==> src/rtl/uart_serial_path.sv <==
// One-bit-per-clock UART transmit and receive paths sharing a parity select.
// Define UART_STOP_CHECK_EN to flag a stop bit sampled as 0 as a framing error.
module uart_serial_path #(
    parameter int WIDTH_SIZE = 8
) (
    input  logic                  clk,
    input  logic                  reset,
    input  logic                  valid,
    input  logic                  err,
    input  logic [WIDTH_SIZE-1:0] input_tx,
    input  logic                  PF,
    output logic                  Tx,
    output logic                  ready,
    input  logic                  Rx,
    output logic                  rx_valid,
    output logic                  rx_err,
    output logic [WIDTH_SIZE-1:0] rx_data
);

    localparam int CNT_W = $clog2(WIDTH_SIZE + 1);
    localparam logic [CNT_W-1:0] LAST_BIT = CNT_W'(WIDTH_SIZE - 1);

    localparam logic [2:0] TX_IDLE   = 3'd0;
    localparam logic [2:0] TX_START  = 3'd1;
    localparam logic [2:0] TX_DATA   = 3'd2;
    localparam logic [2:0] TX_PARITY = 3'd3;
    localparam logic [2:0] TX_STOP   = 3'd4;

    localparam logic [1:0] RX_IDLE   = 2'd0;
    localparam logic [1:0] RX_DATA   = 2'd1;
    localparam logic [1:0] RX_PARITY = 2'd2;
    localparam logic [1:0] RX_STOP   = 2'd3;

    function automatic logic parity_bit(input logic [WIDTH_SIZE-1:0] data, input logic odd);
        return (^data) ^ odd;
    endfunction

    logic [2:0]            tx_state_q, tx_state_d;
    logic [CNT_W-1:0]      tx_cnt_q, tx_cnt_d;
    logic [WIDTH_SIZE-1:0] tx_shift_q, tx_shift_d;
    logic                  tx_par_q, tx_par_d;

    // Parity (with optional inversion) is resolved at acceptance so later input changes cannot leak in.
    always_comb begin
        tx_state_d = tx_state_q;
        tx_cnt_d   = tx_cnt_q;
        tx_shift_d = tx_shift_q;
        tx_par_d   = tx_par_q;
        case (tx_state_q)
            TX_IDLE: begin
                if (valid) begin
                    tx_state_d = TX_START;
                    tx_shift_d = input_tx;
                    tx_par_d   = parity_bit(input_tx, PF) ^ err;
                end
            end
            TX_START: begin
                tx_state_d = TX_DATA;
                tx_cnt_d   = '0;
            end
            TX_DATA: begin
                tx_shift_d = tx_shift_q >> 1;
                tx_cnt_d   = tx_cnt_q + CNT_W'(1);
                if (tx_cnt_q == LAST_BIT) tx_state_d = TX_PARITY;
            end
            TX_PARITY: tx_state_d = TX_STOP;
            default:   tx_state_d = TX_IDLE;
        endcase
    end

    always_comb begin
        case (tx_state_q)
            TX_START:  Tx = 1'b0;
            TX_DATA:   Tx = tx_shift_q[0];
            TX_PARITY: Tx = tx_par_q;
            default:   Tx = 1'b1;
        endcase
    end

    assign ready = (tx_state_q == TX_IDLE);

    always_ff @(posedge clk) begin
        if (!reset) begin
            tx_state_q <= TX_IDLE;
            tx_cnt_q   <= '0;
        end else begin
            tx_state_q <= tx_state_d;
            tx_cnt_q   <= tx_cnt_d;
        end
    end

    always_ff @(posedge clk) begin
        tx_shift_q <= tx_shift_d;
        tx_par_q   <= tx_par_d;
    end

    logic [1:0]            rx_state_q, rx_state_d;
    logic [CNT_W-1:0]      rx_cnt_q, rx_cnt_d;
    logic [WIDTH_SIZE-1:0] rx_shift_q, rx_shift_d;
    logic [WIDTH_SIZE:0]   rx_shift_in;
    logic                  rx_pf_q, rx_pf_d;
    logic                  rx_parbit_q, rx_parbit_d;
    logic                  rx_valid_q, rx_err_q;
    logic [WIDTH_SIZE-1:0] rx_data_q;
    logic                  stop_bad;

`ifdef UART_STOP_CHECK_EN
    assign stop_bad = ~Rx;
`else
    assign stop_bad = 1'b0;
`endif

    // New bits enter at the MSB so the first (LSB) bit ends up in bit 0.
    assign rx_shift_in = {Rx, rx_shift_q};

    always_comb begin
        rx_state_d  = rx_state_q;
        rx_cnt_d    = rx_cnt_q;
        rx_shift_d  = rx_shift_q;
        rx_pf_d     = rx_pf_q;
        rx_parbit_d = rx_parbit_q;
        case (rx_state_q)
            RX_IDLE: begin
                if (!Rx) begin
                    rx_state_d = RX_DATA;
                    rx_cnt_d   = '0;
                    rx_pf_d    = PF;
                end
            end
            RX_DATA: begin
                rx_shift_d = rx_shift_in[WIDTH_SIZE:1];
                rx_cnt_d   = rx_cnt_q + CNT_W'(1);
                if (rx_cnt_q == LAST_BIT) rx_state_d = RX_PARITY;
            end
            RX_PARITY: begin
                rx_parbit_d = Rx;
                rx_state_d  = RX_STOP;
            end
            default: rx_state_d = RX_IDLE;
        endcase
    end

    always_ff @(posedge clk) begin
        if (!reset) begin
            rx_state_q <= RX_IDLE;
            rx_cnt_q   <= '0;
            rx_valid_q <= 1'b0;
            rx_err_q   <= 1'b0;
            rx_data_q  <= '0;
        end else begin
            rx_state_q <= rx_state_d;
            rx_cnt_q   <= rx_cnt_d;
            rx_valid_q <= (rx_state_q == RX_STOP);
            if (rx_state_q == RX_STOP) begin
                rx_data_q <= rx_shift_q;
                rx_err_q  <= (parity_bit(rx_shift_q, rx_pf_q) ^ rx_parbit_q) | stop_bad;
            end
        end
    end

    always_ff @(posedge clk) begin
        rx_shift_q  <= rx_shift_d;
        rx_pf_q     <= rx_pf_d;
        rx_parbit_q <= rx_parbit_d;
    end

    assign rx_valid = rx_valid_q;
    assign rx_err   = rx_err_q;
    assign rx_data  = rx_data_q;

endmodule

==> config.mk <==
export PLATFORM = sky130hd
export DESIGN_NAME = uart_serial_path
export DESIGN_NICKNAME = d
export VERILOG_FILES = /design/src/rtl/uart_serial_path.sv
export SDC_FILE = /design/constraint.sdc
export NUM_CORES = 1
export LEC_CHECK = 0
export CAP_MARGIN = 20
export CELL_PAD_IN_SITES_DETAIL_PLACEMENT = 1
export CELL_PAD_IN_SITES_GLOBAL_PLACEMENT = 2
export CORE_ASPECT_RATIO = 1.2
export CORE_MARGIN = 2
export CORE_UTILIZATION = 33
export CTS_CLUSTER_DIAMETER = 200
export CTS_CLUSTER_SIZE = 14
export DETAILED_ROUTE_END_ITERATION = 10
export PLACE_DENSITY_LB_ADDON = 0.1
export REMOVE_ABC_BUFFERS = 1
export SYNTH_ARGS = -nofsm -noshare
export SYNTH_HDL_FRONTEND = slang
export SYNTH_SLANG_ARGS = --single-unit
==> constraint.sdc <==
create_clock -name clk -period 1.7 [get_ports clk]
set_input_delay 0.255 -clock clk [delete_from_list [all_inputs] [get_ports clk]]
set_output_delay 0.255 -clock clk [all_outputs]
set_load 0.01 [all_outputs]
---- After elaboration in Yosys (flattened, before gate mapping) ----
Index checks and enable logic that the tools add are counted.
word-level totals
  output and inout port bits .............. 12
  register bits ........................... 42
  input port bits ......................... 14
  logic and storage cells ................. 56
cells by class
  reductions and logical operators ........ 13
  add/sub/neg operators ................... 2
  mux-type cells .......................... 12
  bitwise operators ....................... 5
  equal/unequal tests ..................... 12
operator list
  kind                   number
  $pmux W4 S2            2
  $pmux W8 S2            1
  $reduce_xor A8 Y1      2
  $pmux W3 S4            1
  $reduce_and A2 Y1      6
  $add A4 B1 Y4 const B  2
  $eq A4 B3 Y1 const B   2
  $mux W8                1
  $ne A2 B2 Y1 const B   4
  $eq A3 B2 Y1 const B   2
  $mux W3                2
  $pmux W2 S3            1
  $reduce_bool A2 Y1     3
  $eq A2 B2 Y1 const B   2
  $mux W2                2
  $mux W4                1
  $xor A1 B1 Y1          4
  $eq A3 B1 Y1 const B   1
  $logic_not A3 Y1       1
  $pmux W1 S3            1
  $eq A2 B1 Y1 const B   1
  $logic_not A2 Y1       1
  $not A1 Y1             1

---- Depth between registers and ports, before layout ----
  word-level depth ........................ 3
  mapped depth ............................ 6
  mapped depth without buffers ............ 6

---- Worst setup path before layout ----
No wires, ideal clock.
  path kind ............................... flip-flop to flip-flop
  from .................................... register tx_state_q[0]
  to ...................................... register tx_shift_q[0], enable pin
  slack ................................... 0.015 ns
  arrival ................................. 1.300 ns
  period minus slack after synthesis ...... 1.685 ns
  cell stages (with the launch flop) ...... 4
  cell sequence ........................... dfxtp_1 buf_2 nor2_1 a21boi_0
on the way
  word-level cells in the longest chain between the ends .. 3
RTL lines
  what                                                          RTL line  text
  from (decl)                                                   38        logic [2:0] tx_state_q, tx_state_d;
  from (signal assigned)                                        87        tx_state_q <= tx_state_d;
  $eq A3 B2 Y1 or $logic_not A3 Y1 (tied branches)              49        case (tx_state_q)
  $reduce_bool A2 Y1 (no line) or $ne A2 B2 Y1 (tied branches)  --
  $reduce_and A2 Y1 (no line) (*)                               --
  to (signal assigned)                                          93        tx_shift_q <= tx_shift_d;
  to (decl)                                                     40        logic [WIDTH_SIZE-1:0] tx_shift_q, tx_shift_d;
Every way passes the cells marked *; elsewhere a longest branch is shown, timed or not.
A chain may end at the register's enable or synchronous reset.

---- Worst setup path in the final report ----
  from .................................... register rx_state_q[1]
  to ...................................... register rx_state_q[0]
on the way
  word-level cells in the longest chain between the ends .. 3
RTL lines
  what                                              RTL line  text
  from (decl)                                       97        logic [1:0] rx_state_q, rx_state_d;
  from (signal assigned)                            151       rx_state_q <= rx_state_d;
  $eq A2 B1 Y1 or $logic_not A2 Y1 (tied branches)  122       case (rx_state_q)
  $ne A2 B2 Y1 (no line)                            --
  $reduce_and A2 Y1 (no line)                       --
Parallel ways exist; a longest one is shown, timed or not.

==> run summary <==
The worst-case clock buffer depth is 2. The count of final hold-check violations was 0. The final critical-path required period is 1565 ps.

The number of endpoints failing setup at the final stage is 0. The wire-length estimate of the detail-placed layout is 2812 um. For this design the top-level I/O count stands at 26. The required time of the worst setup path came out at 1890 ps. CTS built an H-tree with a depth of 2. The main combinational cell family by area after synthesis is simple AND/OR/NAND/NOR gates. The initial antenna violation count is 0. The die covers 0.006588 mm^2. The count of inserted antenna diode cells is 0. The routed via count divided by cell count came out at 4.668.

The later-pin clock latency in the skew report came out at 290 ps. The number of pins with negative max-slew slack in the final report came out at 0. After the last flow step, the layout net total stands at 223. The critical-path cell with the highest stage delay is sky130_fd_sc_hd__dfxtp_1. Max-cap violations in this run came to 0. Once detail routing completed, the nets flagged for antenna violations numbered 0. Measured on the finished design, the core utilization comes to 43.20%.

The final estimated routing congestion in global placement is 0.7064. The signal on the critical path passes through inv_1 -> ha_1 -> nand2_1 -> a21boi_2 -> mux2i_1 -> nor2b_1. Across the routed clock network, the largest skew measured is 1.813 ps. The type of destination of the critical path is a flop.

The critical path arrival came out at 1750 ps. The terminus of the critical flop-to-flop path is rx_state_q[0]. The most used flip-flop cell after synthesis is sky130_fd_sc_hd__dfxtp_1. Summing the areas of all xor and xnor instances in the mapped netlist gives 8.726% of the synthesized area.

The path class of the tightest hold or removal check is flop to flop. The type of the worst setup path is flop to flop. The post-layout instance area is 0.002465 mm^2. TritonCTS built the clock tree.

Of the total synthesized cell area, the portion taken by AND, OR, NAND and NOR gates is 13.44%. The cell count after placement came out at 275. The number of global-route vias before repair came out at 1376.

After detailed routing, the number of remaining DRC violations is 0. The smallest setup slack after layout is 135.4 ps. The overall routing resource usage is 12.87%. The analysis attributes to cell leakage a power of 0.8803 nW.

The flop and latch count out of synthesis is 42. IR analysis of the VDD net gives a maximum drop of 0.0004158 V. The width of the die is 74.43 um. The share of final-layout standard cells stronger than drive strength 1 is 14.29%. The clock-pin slew on the worst setup and hold paths came out at 80 ps. The mean instance size in the synthesized netlist is 11.83 um^2.

The flow ran to the end, and the final reports show no timing, DRC or antenna violations. Measured along the y axis, the die boundary spans 88.52 um. The slew at the pin with the worst max-slew slack came out at 389.8 ps. Counting every instance in the synthesized netlist gives 166. CTS placed an instance of sky130_fd_sc_hd__clkbuf_8 at the clock tree root. On the final layout, the worst hold slack is 507.2 ps.

The total via count after detailed routing came out at 1321. The number of cells on the worst reg-to-reg path is 6. The global-route congestion overflow total came out at 0. The share of flip-flops with an asynchronous set or reset came out at 0%. The post-layout total power is 2.945 mW. The post-placement worst setup slack is 50.45 ps. In the final routed layout, each cell accounts on average for 13.37 um. The count of flip-flops with a built-in enable after synthesis is 19. The worst register-to-register path begins at rx_state_q[1].

Among all cell types in the netlist, the one instantiated most often is sky130_fd_sc_hd__dfxtp_1. Setup repair after global routing left no endpoint under its margin. Sorting the synthesized cells by how often they occur yields 23 x sky130_fd_sc_hd__dfxtp_1, 19 x sky130_fd_sc_hd__edfxtp_1, 16 x sky130_fd_sc_hd__nor2b_1. The synthesis-to-layout area growth came out at 25.48%. Once placement finished, the instance area stood at 0.002375 mm^2. By area the synthesized netlist is led by sky130_fd_sc_hd__edfxtp_1 29%, sky130_fd_sc_hd__dfxtp_1 23%, sky130_fd_sc_hd__xnor2_1 6.7%.

Dividing total power by cell area gives a power density of 1195 mW/mm^2. In this run the biggest area consumer among cell types represents 29.04% of the synthesized area. The maximum number of pins on one net before global-route repair is 24. The first global-routing pass estimated 6465 um of wire.

The iteration count of the initial detailed-routing pass came out at 4. The delay of the slowest critical-path stage is 420 ps. The detailed router's first-iteration violation count is 57. Along the worst path, the maximum fanout reaches 5. The effective utilization at floorplan is 34.43%.

In this run, distinct cell masters in the synthesized netlist total 32. Of the total synthesized cell area, the portion taken by full adders, half adders and majority gates is 4.459%. The synthesized netlist occupies a cell area of 0.001964 mm^2. In the final timing run, aggregate negative setup slack is 0 ps. The achievable clock frequency is 0.6392 GHz.

The critical path startpoint is rx_state_q[1]. STA classifies the critical path startpoint as a flop. The number of warnings printed during yosys synthesis came out at 0. The filler cells instantiated in the layout total 628. Counting every sink on the clock net gives 42.

Following the worst setup path forward leads to its endpoint at rx_state_q[0]. The total number of placement rows is 30. The final instance count without filler cells is 283. The number of port buffers is 25. The post-synthesis sequential area ratio is 52.48%.

After detailed routing, the total wire length is 3785 um. After synthesis, the share of cell area in mux cells is 10.70%. The number of buffers inserted for hold repair after clock tree synthesis is 0. The synthesized design spends more area on one cell type than any other, namely sky130_fd_sc_hd__edfxtp_1. The worst path uses 92.03% of the clock period. The flop-to-flop setup slack came out at 140 ps.

The number of buffers inserted during clock tree synthesis came out at 5. In this run the tightest slew margin relative to its limit is 73.93%. The total area inside the core boundary comes to 0.005705 mm^2. Summing the areas of all compound-gate instances in the mapped netlist gives 7.452% of the synthesized area.
-- worst min path at each step --
stage / from / end / slack (ps) / cells past startpoint
after CTS: rx_shift_q[3] / rx_shift_q[2] / 510 / 0
after floorplan: Rx / rx_parbit_q / 350 / 0
after global placement: rx_shift_q[3] / rx_shift_q[2] / 490 / 0
after global routing: rx_shift_q[7] / rx_shift_q[6] / 530 / 0
final: rx_shift_q[3] / rx_shift_q[2] / 510 / 0
after detailed placement: rx_shift_q[3] / rx_shift_q[2] / 490 / 0
-- placed cells by master (no fill, tap or decap), types with 3 or more instances in the layout --
master	count
sky130_fd_sc_hd__clkdlybuf4s50_1	23
sky130_fd_sc_hd__dfxtp_1	21
sky130_fd_sc_hd__edfxtp_1	19
sky130_fd_sc_hd__nor2b_1	16
sky130_fd_sc_hd__xnor2_1	15
sky130_fd_sc_hd__mux2i_1	12
sky130_fd_sc_hd__buf_4	9
sky130_fd_sc_hd__mux2_2	8
sky130_fd_sc_hd__inv_1	7
sky130_fd_sc_hd__o21ai_0	7
sky130_fd_sc_hd__ha_1	7
sky130_fd_sc_hd__and2_1	6
sky130_fd_sc_hd__a21oi_1	6
sky130_fd_sc_hd__nor2_1	5
sky130_fd_sc_hd__clkbuf_8	5
sky130_fd_sc_hd__a21boi_0	3
sky130_fd_sc_hd__nand2_1	3
-- cell families (layout without fill, tap and decap cells) --
family	count (synthesis)	count (layout)
DFF	42	42
and+or+nand+nor	42	42
AOI/OAI and AO/OA	24	24
muxes	20	20
xor gates and xnor gates	18	18
buffers and inverters	13	50
adders and majority gates	7	7
-- per-layer routing --
metal / global-route usage [%] / vias up / part of all wire [%]
met5: 0 / - / 0
met3: 2.847 / 4 / 3.1
li1: - / 648 / -
met1: 16.04 / 649 / 45
met2: 21.48 / 20 / 50
met4: 5.195 / 0 / 1.3
-- sequential cells by signal, indices dropped and copies added, names as in the netlist --
register and count:
rx_shift_q 8, tx_state_q 3, tx_par_q 1, rx_cnt_q 4
rx_valid 1, rx_err 1, rx_data 8, tx_cnt_q 4
rx_state_q 2, rx_pf_q 1, rx_parbit_q 1, tx_shift_q 8
-- layout make-up --
class | instances | area (um^2) | area share, %
multi-input combinational | 111 | 883.3 | 35.84
clock inverter | 3 | 16.27 | 0.6599
timing repair buffer | 35 | 336.6 | 13.65
clock buffer | 5 | 68.82 | 2.792
tap | 80 | 100.1 | 4.061
sequential | 42 | 1033 | 41.93
inverter | 7 | 26.28 | 1.066
-- repair_timing --
action	CTS	global route
pin swaps	0	0
hold endpoints to repair	0	0
gates resized for setup	4	3
buffers inserted	0	0
endpoints found under the setup margin	2	6
-- power breakdown --
group,internal (mW),switching [mW]
clock,0.281,0.340
combinational,0.491,0.437
sequential,1.28,0.121
-- worst max-delay path, delay by kind of cell (launching register included) --
kind / cells / cell delay (ps)
flip-flops: 1 / 420
adder cells (fa/ha/maj): 1 / 260
multiplexers: 1 / 210
AO/OA/AOI/OAI: 1 / 260
buffers and inverters: 1 / 100
AND/OR/NAND/NOR: 2 / 220
Note: power is estimated with default switching activity, not from simulation.
